[src/rtl/reg_op_pkg.sv]
// Shared definitions for the register-operation sequencer: the register's
// mux-select encoding and the sequencer FSM state type.
package reg_op_pkg;

  localparam logic [1:0] OP_HOLD = 2'b00;
  localparam logic [1:0] OP_COMP = 2'b01;
  localparam logic [1:0] OP_SHR  = 2'b10;
  localparam logic [1:0] OP_SHL  = 2'b11;

  typedef enum logic {
    IDLE = 1'b0,
    RUN  = 1'b1
  } state_e;

endpackage

[src/rtl/reg_op_slot.sv]
// One command holding register (valid, op, count, data) with load and clear.
// Clear wins over load; only the valid bit is reset.
module reg_op_slot
  import reg_op_pkg::*;
#(
  parameter int CNT_W  = 4,
  parameter int DATA_W = 8
) (
  input  logic              clk,
  input  logic              reset,
  input  logic              load,
  input  logic              clr,
  input  logic [1:0]        op_in,
  input  logic [CNT_W-1:0]  count_in,
  input  logic [DATA_W-1:0] data_in,
  output logic              valid,
  output logic [1:0]        op,
  output logic [CNT_W-1:0]  count,
  output logic [DATA_W-1:0] data
);

  logic              valid_q, valid_d;
  logic [1:0]        op_q, op_d;
  logic [CNT_W-1:0]  count_q, count_d;
  logic [DATA_W-1:0] data_q, data_d;

  always_comb begin
    valid_d = valid_q;
    op_d    = op_q;
    count_d = count_q;
    data_d  = data_q;
    if (clr) begin
      valid_d = 1'b0;
    end else if (load) begin
      valid_d = 1'b1;
      op_d    = op_in;
      count_d = count_in;
      data_d  = data_in;
    end
  end

  always_ff @(posedge clk) begin
    if (reset) begin
      valid_q <= 1'b0;
    end else begin
      valid_q <= valid_d;
    end
    op_q    <= op_d;
    count_q <= count_d;
    data_q  <= data_d;
  end

  assign valid = valid_q;
  assign op    = op_q;
  assign count = count_q;
  assign data  = data_q;

endmodule

[src/rtl/reg_op_sequencer.sv]
// Command stage for the 4-bit hold/complement/shift register: replays each
// accepted command on s/shift_in_R/shift_in_L for its programmed cycle count.
module reg_op_sequencer
  import reg_op_pkg::*;
#(
  parameter int CNT_W  = 4,
  parameter int DATA_W = 8
) (
  input  logic              clk,
  input  logic              reset,
  input  logic              flush,
  input  logic              cmd_valid,
  output logic              cmd_ready,
  input  logic [1:0]        cmd_op,
  input  logic [CNT_W-1:0]  cmd_count,
  input  logic [DATA_W-1:0] cmd_data,
  output logic [1:0]        s,
  output logic              shift_in_R,
  output logic              shift_in_L,
  output logic              busy,
  output logic              done
);

  function automatic logic shift_bit(input logic [DATA_W-1:0] data,
                                     input logic [CNT_W-1:0]  k);
    logic [DATA_W-1:0] sh;
    sh = data >> k;
    return sh[0];
  endfunction

  logic              act_valid, pend_valid;
  logic [1:0]        act_op, pend_op;
  logic [CNT_W-1:0]  act_count, pend_count;
  logic [DATA_W-1:0] act_data, pend_data;

  logic              act_load, act_clr, pend_load, pend_clr;
  logic [1:0]        src_op;
  logic [CNT_W-1:0]  src_count;
  logic [DATA_W-1:0] src_data;

  logic              accept, last, free;
  logic              nxt_valid;
  logic [1:0]        nxt_op;
  logic [CNT_W-1:0]  nxt_count;
  logic [DATA_W-1:0] nxt_data;

  state_e            state_q, state_d;
  logic [CNT_W-1:0]  k_q, k_d;
  logic [1:0]        s_q, s_d;
  logic              shift_q, shift_d;
  logic              done_q, done_d;

  reg_op_slot #(.CNT_W(CNT_W), .DATA_W(DATA_W)) u_act (
    .clk      (clk),
    .reset    (reset),
    .load     (act_load),
    .clr      (act_clr),
    .op_in    (src_op),
    .count_in (src_count),
    .data_in  (src_data),
    .valid    (act_valid),
    .op       (act_op),
    .count    (act_count),
    .data     (act_data)
  );

  reg_op_slot #(.CNT_W(CNT_W), .DATA_W(DATA_W)) u_pend (
    .clk      (clk),
    .reset    (reset),
    .load     (pend_load),
    .clr      (pend_clr),
    .op_in    (cmd_op),
    .count_in (cmd_count),
    .data_in  (cmd_data),
    .valid    (pend_valid),
    .op       (pend_op),
    .count    (pend_count),
    .data     (pend_data)
  );

  always_comb begin
    cmd_ready = !pend_valid && !flush;
    accept    = cmd_valid && cmd_ready;
    last      = (state_q == RUN) &&
                ((act_count == '0) || (k_q == act_count - CNT_W'(1)));
    free      = (state_q == IDLE) || last;

    act_load  = 1'b0;
    act_clr   = 1'b0;
    pend_load = 1'b0;
    pend_clr  = 1'b0;
    src_op    = pend_op;
    src_count = pend_count;
    src_data  = pend_data;
    k_d       = k_q + CNT_W'(1);

    if (flush) begin
      act_clr  = 1'b1;
      pend_clr = 1'b1;
      k_d      = '0;
    end else if (free) begin
      // Engine free next cycle: the pending slot has priority over a new offer.
      k_d = '0;
      if (pend_valid) begin
        act_load = 1'b1;
        pend_clr = 1'b1;
      end else if (accept) begin
        act_load  = 1'b1;
        src_op    = cmd_op;
        src_count = cmd_count;
        src_data  = cmd_data;
      end else begin
        act_clr = 1'b1;
      end
    end else begin
      pend_load = accept;
    end

    nxt_valid = act_load || (act_valid && !act_clr);
    nxt_op    = act_load ? src_op    : act_op;
    nxt_count = act_load ? src_count : act_count;
    nxt_data  = act_load ? src_data  : act_data;
    state_d   = nxt_valid ? RUN : IDLE;

    // Outputs are registered, so they are derived from next-cycle slot and k.
    s_d     = OP_HOLD;
    shift_d = 1'b0;
    done_d  = 1'b0;
    if (nxt_valid) begin
      if (nxt_count == '0) begin
        done_d = 1'b1;
      end else begin
        s_d     = nxt_op;
        shift_d = shift_bit(nxt_data, k_d);
        done_d  = (k_d == nxt_count - CNT_W'(1));
      end
    end
  end

  always_ff @(posedge clk) begin
    if (reset) begin
      state_q <= IDLE;
      k_q     <= '0;
      s_q     <= OP_HOLD;
      shift_q <= 1'b0;
      done_q  <= 1'b0;
    end else begin
      state_q <= state_d;
      k_q     <= k_d;
      s_q     <= s_d;
      shift_q <= shift_d;
      done_q  <= done_d;
    end
  end

  assign s          = s_q;
  assign shift_in_R = shift_q;
  assign shift_in_L = shift_q;
  assign done       = done_q;
  assign busy       = act_valid || pend_valid;

endmodule

[config.mk]
export PLATFORM = sky130hd
export DESIGN_NAME = reg_op_sequencer
export DESIGN_NICKNAME = d
export VERILOG_FILES = /design/src/rtl/reg_op_pkg.sv /design/src/rtl/reg_op_slot.sv /design/src/rtl/reg_op_sequencer.sv
export SDC_FILE = /design/constraint.sdc
export NUM_CORES = 1
export LEC_CHECK = 0
export CORE_MARGIN = 10
export CORE_UTILIZATION = 45
export CTS_BUF_LIST = sky130_fd_sc_hd__clkbuf_8 sky130_fd_sc_hd__clkbuf_16
export DETAILED_ROUTE_END_ITERATION = 10
export GPL_TIMING_DRIVEN = 0
export PLACE_DENSITY = 0.64
export SYNTH_ARGS = -nofsm -noshare
export SYNTH_HDL_FRONTEND = slang
export SYNTH_SLANG_ARGS = --single-unit
[constraint.sdc]
create_clock -name clk -period 4.07 [get_ports clk]
set_input_delay 0.814 -clock clk [delete_from_list [all_inputs] [get_ports clk]]
set_output_delay 0.814 -clock clk [all_outputs]
set_load 0.05 [all_outputs]
Word level (Yosys, flattened, before mapping)
Index checks and enable logic that the tools add are counted.
- bits in registers: 39
- bits of input ports: 18
- output and inout port bits: 7
- logic and storage cells: 72
- $add $sub $neg: 3
- equality and inequality tests: 2
- shifts and indexed selects: 1
- multiplexer cells: 32
- bitwise gates (word level): 3
- reduce and logical (&&, ||, !) cells: 18
- operators with widths (operator ; count):
    8-bit 2-to-1 mux ; 5
    4-bit 2-to-1 mux ; 7
    1-bit 2-to-1 mux ; 15
    2-bit 2-to-1 mux ; 5
    4-bit == test ; 2
    4-bit zero test ; 2
    8-bit by 4-bit right shift with 1-bit output ; 1
    4-bit by 1-bit subtractor with 4-bit output (second input constant) ; 2
    2-bit OR reduction ; 3
    4-bit by 1-bit adder with 4-bit output (second input constant) ; 1
    1-bit logical AND ; 4
    1-bit logical OR ; 4
    1-bit zero test ; 3
    1-bit inverter ; 3
    3-bit OR reduction ; 1
    2-bit AND reduction ; 1

Depth between registers and ports, before layout
Gate-level depths: netlist of run 1.
- depth in word-level cells: 12
- depth in mapped cells: 14

Modules after synthesis
Synthesis of run 1 repeated with hierarchy kept, for this count alone.
- cell total of the unflattened synthesis: 157
- area, all modules: 2021.9 um2
- modules (own cells, without submodules) (module ; times used ; cells an instance ; area an instance (um2) ; sequential area each (um2)):
    reg_op_sequencer ; 1 ; 121 ; 1106.1 ; 180.2
    reg_op_slot ; 2 ; 18 ; 457.9 ; 440.4

Worst setup path after synthesis of run 1
Ideal clock, no wire load.
- path type: input -> register
- start point: in flush
- end point: reg done_q (netlist: done)
- setup time: 0.074 ns
- data arrival time: 3.421 ns
- data required time: 3.996 ns
- setup slack: 0.575 ns
- stages on the path: 12
- path through: clkbuf_1 -> nor2_1 -> nand2_1 -> clkbuf_1 -> nand2_1 -> a21oi_1 -> a21oi_1 -> ha_1 -> xnor2_1 -> xnor2_1 -> nand4b_1 -> o21ai_0
- longest elaborated chain between the ends: 12
- elaborated cells on any way between the ends: 26
- classes of those cells: add/sub (1); eq/ne (1); mux (15); bitwise (1); reduce/logical (8)
- RTL lines (what ; RTL line ; text):
    from (decl) ; reg_op_sequencer.sv:11 ; input logic flush,
    1-bit zero test (*) ; reg_op_sequencer.sv:82 ; cmd_ready = !pend_valid && !flush;
    1-bit logical AND (*) ; reg_op_sequencer.sv:82 ;
    net cmd_ready ; reg_op_sequencer.sv:13 ; output logic cmd_ready,
    1-bit logical AND (*) ; reg_op_sequencer.sv:83 ; accept = cmd_valid && cmd_ready;
    branches (longest 9 deep; another with 4-bit by 1-bit subtractor with 4-bit output) ; n/a ;
    to (signal assigned) ; reg_op_sequencer.sv:152 ; done_q <= done_d;
    to (decl) ; reg_op_sequencer.sv:51 ; logic done_q, done_d;
Mark *: on every way through the listed nets, which the timed path passes.
A chain may end at the register's enable or synchronous reset.

Worst setup path after layout of run 1
- start point: in cmd_valid
- end point: reg done_q (netlist: done)
- longest elaborated chain between the ends: 10
- elaborated cells on any way between the ends: 23
- classes of those cells: add/sub (1); eq/ne (1); mux (14); bitwise (1); reduce/logical (6)
- RTL lines (what ; RTL line ; text):
    from (decl) ; reg_op_sequencer.sv:12 ; input logic cmd_valid,
    1-bit logical AND (*) ; reg_op_sequencer.sv:83 ;
    branches (longest 9 deep; another with 4-bit by 1-bit subtractor with 4-bit output) ; n/a ;
Every way passes the cells marked *.

==> impl_metrics.py, run 1 <==
metrics = {
    "synth": {
        "synthAdderAreaFrac": 0.03193,
        "netlist.top_cell.by_area": "edfxtp_1",
        "syn_avg_cell_area_um2": 11.66,
        "synth_nets": 191,
        "yosysUniqueCellTypes": 42,
        "synth_compound_area_frac": 0.09834,
        "synth_edf_count": 28,
        "ys_top_cells_by_area": "edfxtp_1 (43%), dfxtp_1 (11%), mux2i_1 (6.1%)",
        "synth.yosys.seq_area_share": 0.5415,
        "synthMuxAreaShare": 0.09962,
        "synth-simple-area-share": 0.1392,
        "synth_area_um2": 1959,
        "ys_seq_elements": 39,
        "synth_top_area_frac": 0.4291,
        "yosysWarnings": 0,
        "synth_ff_type": "edfxtp_1",
        "syn_inst": 168,
        "async_reset_ff_frac": 0,
        "synth_top_family_by_area": "simple AND/OR/NAND/NOR gates",
        "synth_xor_area_frac": 0.05747,
    },
    "worst_setup_path": {
        "required_ps": 4280,
        "ff2ff_setup_slack_ps": 570,
        "max_stage_delay_ps": 460,
        "crit_path_top_delay_cell": "clkdlybuf4s50_1",
        "crit_chain": "clkdlybuf4s50_1 > o21bai_1 > a21oi_1 > a31oi_4 > clkbuf_1 > clkbuf_1 > a21oi_1 > ha_1 > xnor2_1 > nand4b_1 > o21ai_0",
        "reg2reg_from": "u_act.count[0]",
        "crit_path_max_fanout": 10,
        "critPathKind": "in -> reg",
        "cp-start-kind": "input port",
        "crit_arrival_ps": 3780,
        "critPathCaptureType": "flop",
        "startpoint": "cmd_valid",
    },
    "power": {
        "vdd_drop_max_uv": 221.6,
        "power_density_nw_per_um2": 370.0,
        "total_power_mw": 0.8708,
        "intPower_mw": 0.6468,
        "p_leak_nw": 0.9299,
        "p_sw_mw": 0.2240,
        "pwr-share-clk": 0.302,
        "pwr-share-seq": 0.525,
        "switching_share": 0.2573,
        "combPwrFrac": 0.173,
    },
    "floorplanning": {
        "die_height_um": 85.99,
        "dieArea_um2": 7393,
        "core.rowCount": 23,
        "pin_count": 25,
        "initial_core_util": 0.4761,
        "core-area_um2": 4115,
        "die_w_um": 85.99,
    },
    "finish": {
        "final_core_util": 0.5719,
        "antenna_cells": 0,
        "area_growth_pct": 20.12,
        "nNetsFinal": 222,
        "drive_gt1_frac": 0.1200,
    },
    "sta": {
        "drv_slew": 0,
        "relSlewSlack": 0.1633,
        "worstMarginPinSlew_ps": 1250,
        "fmax_ghz": 0.2799,
        "fin_skew_ps": 5.691,
        "fin_crit_ps": 3573,
        "fin_tns_setup_ps": 0,
        "finalSetupViolCount": 0,
        "min_period_over_period": 0.8778,
        "rsz0062_at_grt": "no",
        "finalHoldViolCount": 0,
    },
    "clock_network": {
        "cts_hold_buf": 0,
        "cts_resized": 0,
        "cts_tree": "done",
        "cts_sinks": 39,
        "cts.path.max_buffers": 2,
        "clk_latency_ps": 290,
        "clk_pin_slew_ps": 70,
        "cts_buffers": 5,
        "clockRootBuffer": "clkbuf_8",
        "postCtsSetupRepairBufs": 0,
        "htreeDepth": 2,
    },
    "job": {
        "cap_viol_max_count": 0,
    },
    "grt": {
        "grtUsageMet2": 0.1751,
        "grt_pass1_wl_mm": 6.748,
        "met1_usage": 0.1392,
        "use_met3": 0.04163,
        "antenna_found_initial": 0,
        "overflow": 0,
        "grt_start_max_net_pins": 15,
        "gr-usage-all-layers": 0.1145,
        "grt_pass1_vias": 1397,
        "grt_busiest_layer": "met2",
    },
    "drt": {
        "wl_mm": 4.207,
        "routedWlPerCell_um": 16.83,
        "vias": 1387,
        "antenna_left": 0,
        "drt_first_iter_violations": 77,
        "drt_drc_violations_left": 0,
        "viasPerCell": 5.548,
        "firstDrtPassIters": 4,
    },
    "worst_hold_path": {
        "hp-start": "u_act.op[1]",
        "hold_path.class": "reg -> reg",
    },
    "placed_design": {
        "place_congestion": 0.8946,
        "port_buffers": 23,
        "hpwlAfterDp_mm": 3.140,
    },
    "status": {
        "run_status": "complete, no violations",
    },
}
==> area by class of cell <==
class	count	area, um2
Fill cell	351	1762
Sequential cell	39	1061
Multi-Input combinational cell	114	835.8
Timing Repair Buffer	24	241.5
Clock buffer	6	82.58
Tap cell	50	62.56
Buffer	7	32.53
Inverter	8	30.03
Clock inverter	2	7.507
==> per-stage QoR <==
stage	worst slack, ps	instances	cell area (um2)	hold slack (ps)
6_report	497.2	250	2354	567.3
5_1_grt	116.4	250	2354	593.9
4_1_cts	510.5	250	2354	565.8
3_5_place_dp	233.1	242	2263	549.1
3_3_place_gp	263.4	241	2252	536.1
2_1_floorplan	574.9	168	1959	515.0
==> routing by layer <==
metal  vias to the layer above  wire (um)
met5                         -          0
met2                        37       1835
met1                       665       1985
li1                        676          -
met3                         9        304
met4                         0         82
==> path summary, 6_finish.rpt <==
| kind | to | cells past startpoint |
|---|---|---|
| min | u_act.op[1] | 2 |
| min reg2reg | u_act.op[1] | 2 |
| max | done | 11 |
| max reg2reg | done | 13 |
==> cell usage in the layout (no fill, tap or decap), types with 2 or more instances in the layout <==
cell type | netlist | final
nor2_1 | 11 | 11
ha_1 | 5 | 5
a211o_1 | 2 | 2
mux2_4 | 2 | 2
edfxtp_1 | 28 | 28
mux2_2 | 4 | 4
buf_2 | 2 | 2
nand2_1 | 15 | 15
nor3_1 | 6 | 6
and3_1 | 2 | 2
clkdlybuf4s50_1 | 0 | 23
nand4b_1 | 2 | 2
or2_2 | 2 | 2
xor2_1 | 3 | 3
dfxtp_1 | 11 | 11
inv_1 | 8 | 9
xnor2_1 | 7 | 7
clkbuf_1 | 4 | 4
clkbuf_8 | 0 | 6
mux2i_1 | 12 | 12
nand3_1 | 4 | 4
o21ai_0 | 10 | 10
a21oi_1 | 7 | 7
==> worst max-delay path, delay by kind of cell <==
kind,cells,cell delay (ps)
buffers and inverters,3,1190
and+or+nand+nor,1,110
AOI/OAI and AO/OA,5,1100
adders and majority gates,1,350
xor gates and xnor gates,1,210
==> power by group through the flow <==
stage	clock network, mW	registers [mW]	logic (mW)
floorplan	0	0.469	0.0951
global placement	0	0.465	0.143
detailed placement	0	0.466	0.149
CTS	0.267	0.457	0.150
global route	0.282	0.459	0.165
finish	0.263	0.457	0.151
==> synthesized netlist by cell type (2+ instances only) <==
cell / count
nor3_1: 6
edfxtp_1: 28
nor2_1: 11
mux2i_1: 12
clkbuf_1: 4
or2_2: 2
inv_1: 8
dfxtp_1: 11
xnor2_1: 7
a211o_1: 2
ha_1: 5
nand3_1: 4
xor2_1: 3
nand2_1: 15
buf_2: 2
mux2_4: 2
a21oi_1: 7
mux2_2: 4
o21ai_0: 10
and3_1: 2
nand4b_1: 2
==> cell families after synthesis <==
family                   count (synthesis)
flip-flops                              39
AND/OR/NAND/NOR                         52
multiplexers                            18
XOR/XNOR                                11
AO/OA/AOI/OAI                           28
buffers and inverters                   15
adder cells (fa/ha/maj)                  5
==> state kept, by name (all words and copies together) (netlist names) <==
register      flops
u_act.data        8
u_pend.data       8
k_q               4
u_act.count       4
u_pend.count      4
s                 2
u_act.op          2
u_pend.op         2
done              1
shift_in_L        1
state_q           1
u_act.valid       1
u_pend.valid      1
Note: power is estimated with default switching activity, not from simulation.
==> run 2: changes to the inputs <==
--- a/config.mk
+++ b/config.mk
@@ -6,11 +6,12 @@
 export NUM_CORES = 1
 export LEC_CHECK = 0
 export CORE_MARGIN = 10
-export CORE_UTILIZATION = 45
+export CORE_UTILIZATION = 54
 export CTS_BUF_LIST = sky130_fd_sc_hd__clkbuf_8 sky130_fd_sc_hd__clkbuf_16
 export DETAILED_ROUTE_END_ITERATION = 10
 export GPL_TIMING_DRIVEN = 0
-export PLACE_DENSITY = 0.64
+export PLACE_DENSITY = 0.75
+export SKIP_CTS_REPAIR_TIMING = 1
 export SYNTH_ARGS = -nofsm -noshare
 export SYNTH_HDL_FRONTEND = slang
 export SYNTH_SLANG_ARGS = --single-unit
==> run 2 against run 1 <==
Sequential cell count is the same. Routed wire length shrank 4.7%. Cell area shrank 0.96%. Sequential share of layout area grew 0.44 points. Register-to-register slack is essentially flat.
==> impl_metrics.py, run 2 (synthesis gave the netlist of run 1 again) <==
metrics = {
    "clock_network": {
        "cts_sinks": 39,
        "clockRootBuffer": "clkbuf_8",
        "clk_pin_slew_ps": 70,
        "htreeDepth": 2,
        "cts_tree": "done",
        "cts_buffers": 5,
        "clk_latency_ps": 290,
        "cts.path.max_buffers": 2,
    },
    "sta": {
        "relSlewSlack": 0.1934,
        "rsz0062_at_grt": "no",
        "fin_skew_ps": 4.865,
        "fin_tns_setup_ps": 0,
        "drv_slew": 0,
        "finalSetupViolCount": 0,
        "min_period_over_period": 0.8898,
        "fmax_ghz": 0.2761,
        "finalWorstSetupSlack_ps": 448.4,
        "fin_crit_ps": 3622,
        "finalHoldViolCount": 0,
        "worstMarginPinSlew_ps": 1205,
    },
    "status": {
        "run_status": "complete, no violations",
    },
    "grt": {
        "grt_start_max_net_pins": 17,
        "grt_pass1_wl_mm": 6.651,
        "antenna_found_initial": 0,
        "overflow": 0,
        "grt_pass1_vias": 1412,
        "gr-usage-all-layers": 0.1341,
    },
    "placed_design": {
        "pre_cts_slack_ps": 219.1,
        "port_buffers": 23,
        "hpwlAfterDp_mm": 3.076,
        "place_congestion": 0.8600,
        "place_area_um2": 2247,
    },
    "worst_hold_path": {
        "hold_path.class": "reg -> reg",
    },
    "finish": {
        "drive_gt1_frac": 0.1156,
        "layout_commonest_cell": "edfxtp_1",
        "antenna_cells": 0,
        "fin_area_um2": 2331,
        "most-common-layout-cells": "edfxtp_1 (28), clkdlybuf4s50_1 (23), nand2_1 (15), mux2i_1 (12)",
        "area_growth_pct": 18.97,
        "nNetsFinal": 221,
    },
    "drt": {
        "viasPerCell": 5.694,
        "antenna_left": 0,
        "routedWlPerCell_um": 16.36,
        "drt_drc_violations_left": 0,
        "wl_mm": 4.009,
        "vias": 1395,
        "firstDrtPassIters": 4,
        "drt_first_iter_violations": 57,
    },
    "worst_setup_path": {
        "crit_path_top_delay_cell": "clkdlybuf4s50_1",
        "required_ps": 4260,
        "critPathCaptureType": "flop",
        "crit_arrival_ps": 3810,
        "cp-start-kind": "input port",
        "crit_chain": "clkdlybuf4s50_1 > o21bai_1 > a21oi_1 > a31oi_4 > clkbuf_1 > clkbuf_1 > a21oi_1 > ha_1 > nand3_1 > nand2_1 > a2111oi_2",
        "max_stage_delay_ps": 460,
        "critPathKind": "in -> reg",
        "crit_path_max_fanout": 10,
    },
    "job": {
        "cap_viol_max_count": 0,
    },
    "power": {
        "vdd_drop_max_uv": 195.5,
        "power_density_nw_per_um2": 361.4,
        "total_power_mw": 0.8425,
        "p_leak_nw": 0.9197,
    },
    "floorplanning": {
        "dieArea_um2": 6438,
        "pin_count": 25,
        "die_height_um": 80.24,
        "initial_core_util": 0.5736,
        "core.rowCount": 21,
        "die_w_um": 80.24,
        "core-area_um2": 3416,
    },
}
==> run 2: critical path, delay by kind of cell <==
family | cells | cell delay (ps)
AOI/OAI and AO/OA | 5 | 1280
adders and majority gates | 1 | 250
buffers and inverters | 3 | 1220
and+or+nand+nor | 2 | 230
==> run 2: path summary, 6_finish.rpt <==
kind	startpoint	endpoint	slack (ps)	cells past startpoint
setup / recovery	cmd_valid	shift_in_L	450	11
hold / removal	u_act.data[3]	u_act.data[3]	560	2
setup reg to reg	u_act.count[0]	shift_in_L	570	13
hold reg to reg	u_act.data[3]	u_act.data[3]	560	2
==> run 2: layout make-up <==
cell class | instances | area (um2)
sequential | 39 | 1061
clock inverter | 3 | 11.26
buffer | 7 | 32.53
multi-input combinational | 114 | 839.6
fill | 278 | 1085
tap | 46 | 57.56
clock buffer | 5 | 68.82
timing repair buffer | 23 | 230.2
inverter | 8 | 30.03
==> run 2: power by group <==
group	switching (mW)	total (mW)	internal [mW]
logic	0.0828	0.147	0.0641
clock network	0.124	0.239	0.114
registers	0.00890	0.457	0.448
total	0.216	0.843	0.626
==> run 2: layer usage <==
layer,vias up,routed length (um),GRT usage
li1,676,-,-
met1,675,1689,0.1493
met2,34,2022,0.2303
met3,10,206,0.04120
met4,0,91,0.05810
met5,-,0,0
==> run 2: per-stage QoR <==
| step | instances | hold WS [ps] | util |
|---|---|---|---|
| 2_1_floorplan | 168 | 515.0 | - |
| 4_1_cts | 245 | 566.0 | 0.6813 |
| 3_3_place_gp | 237 | 533.2 | 0.6579 |
| 5_1_grt | 245 | 591.0 | 0.6824 |
| 6_report | 245 | 558.1 | 0.6824 |
| 3_5_place_dp | 237 | 549.2 | 0.6579 |
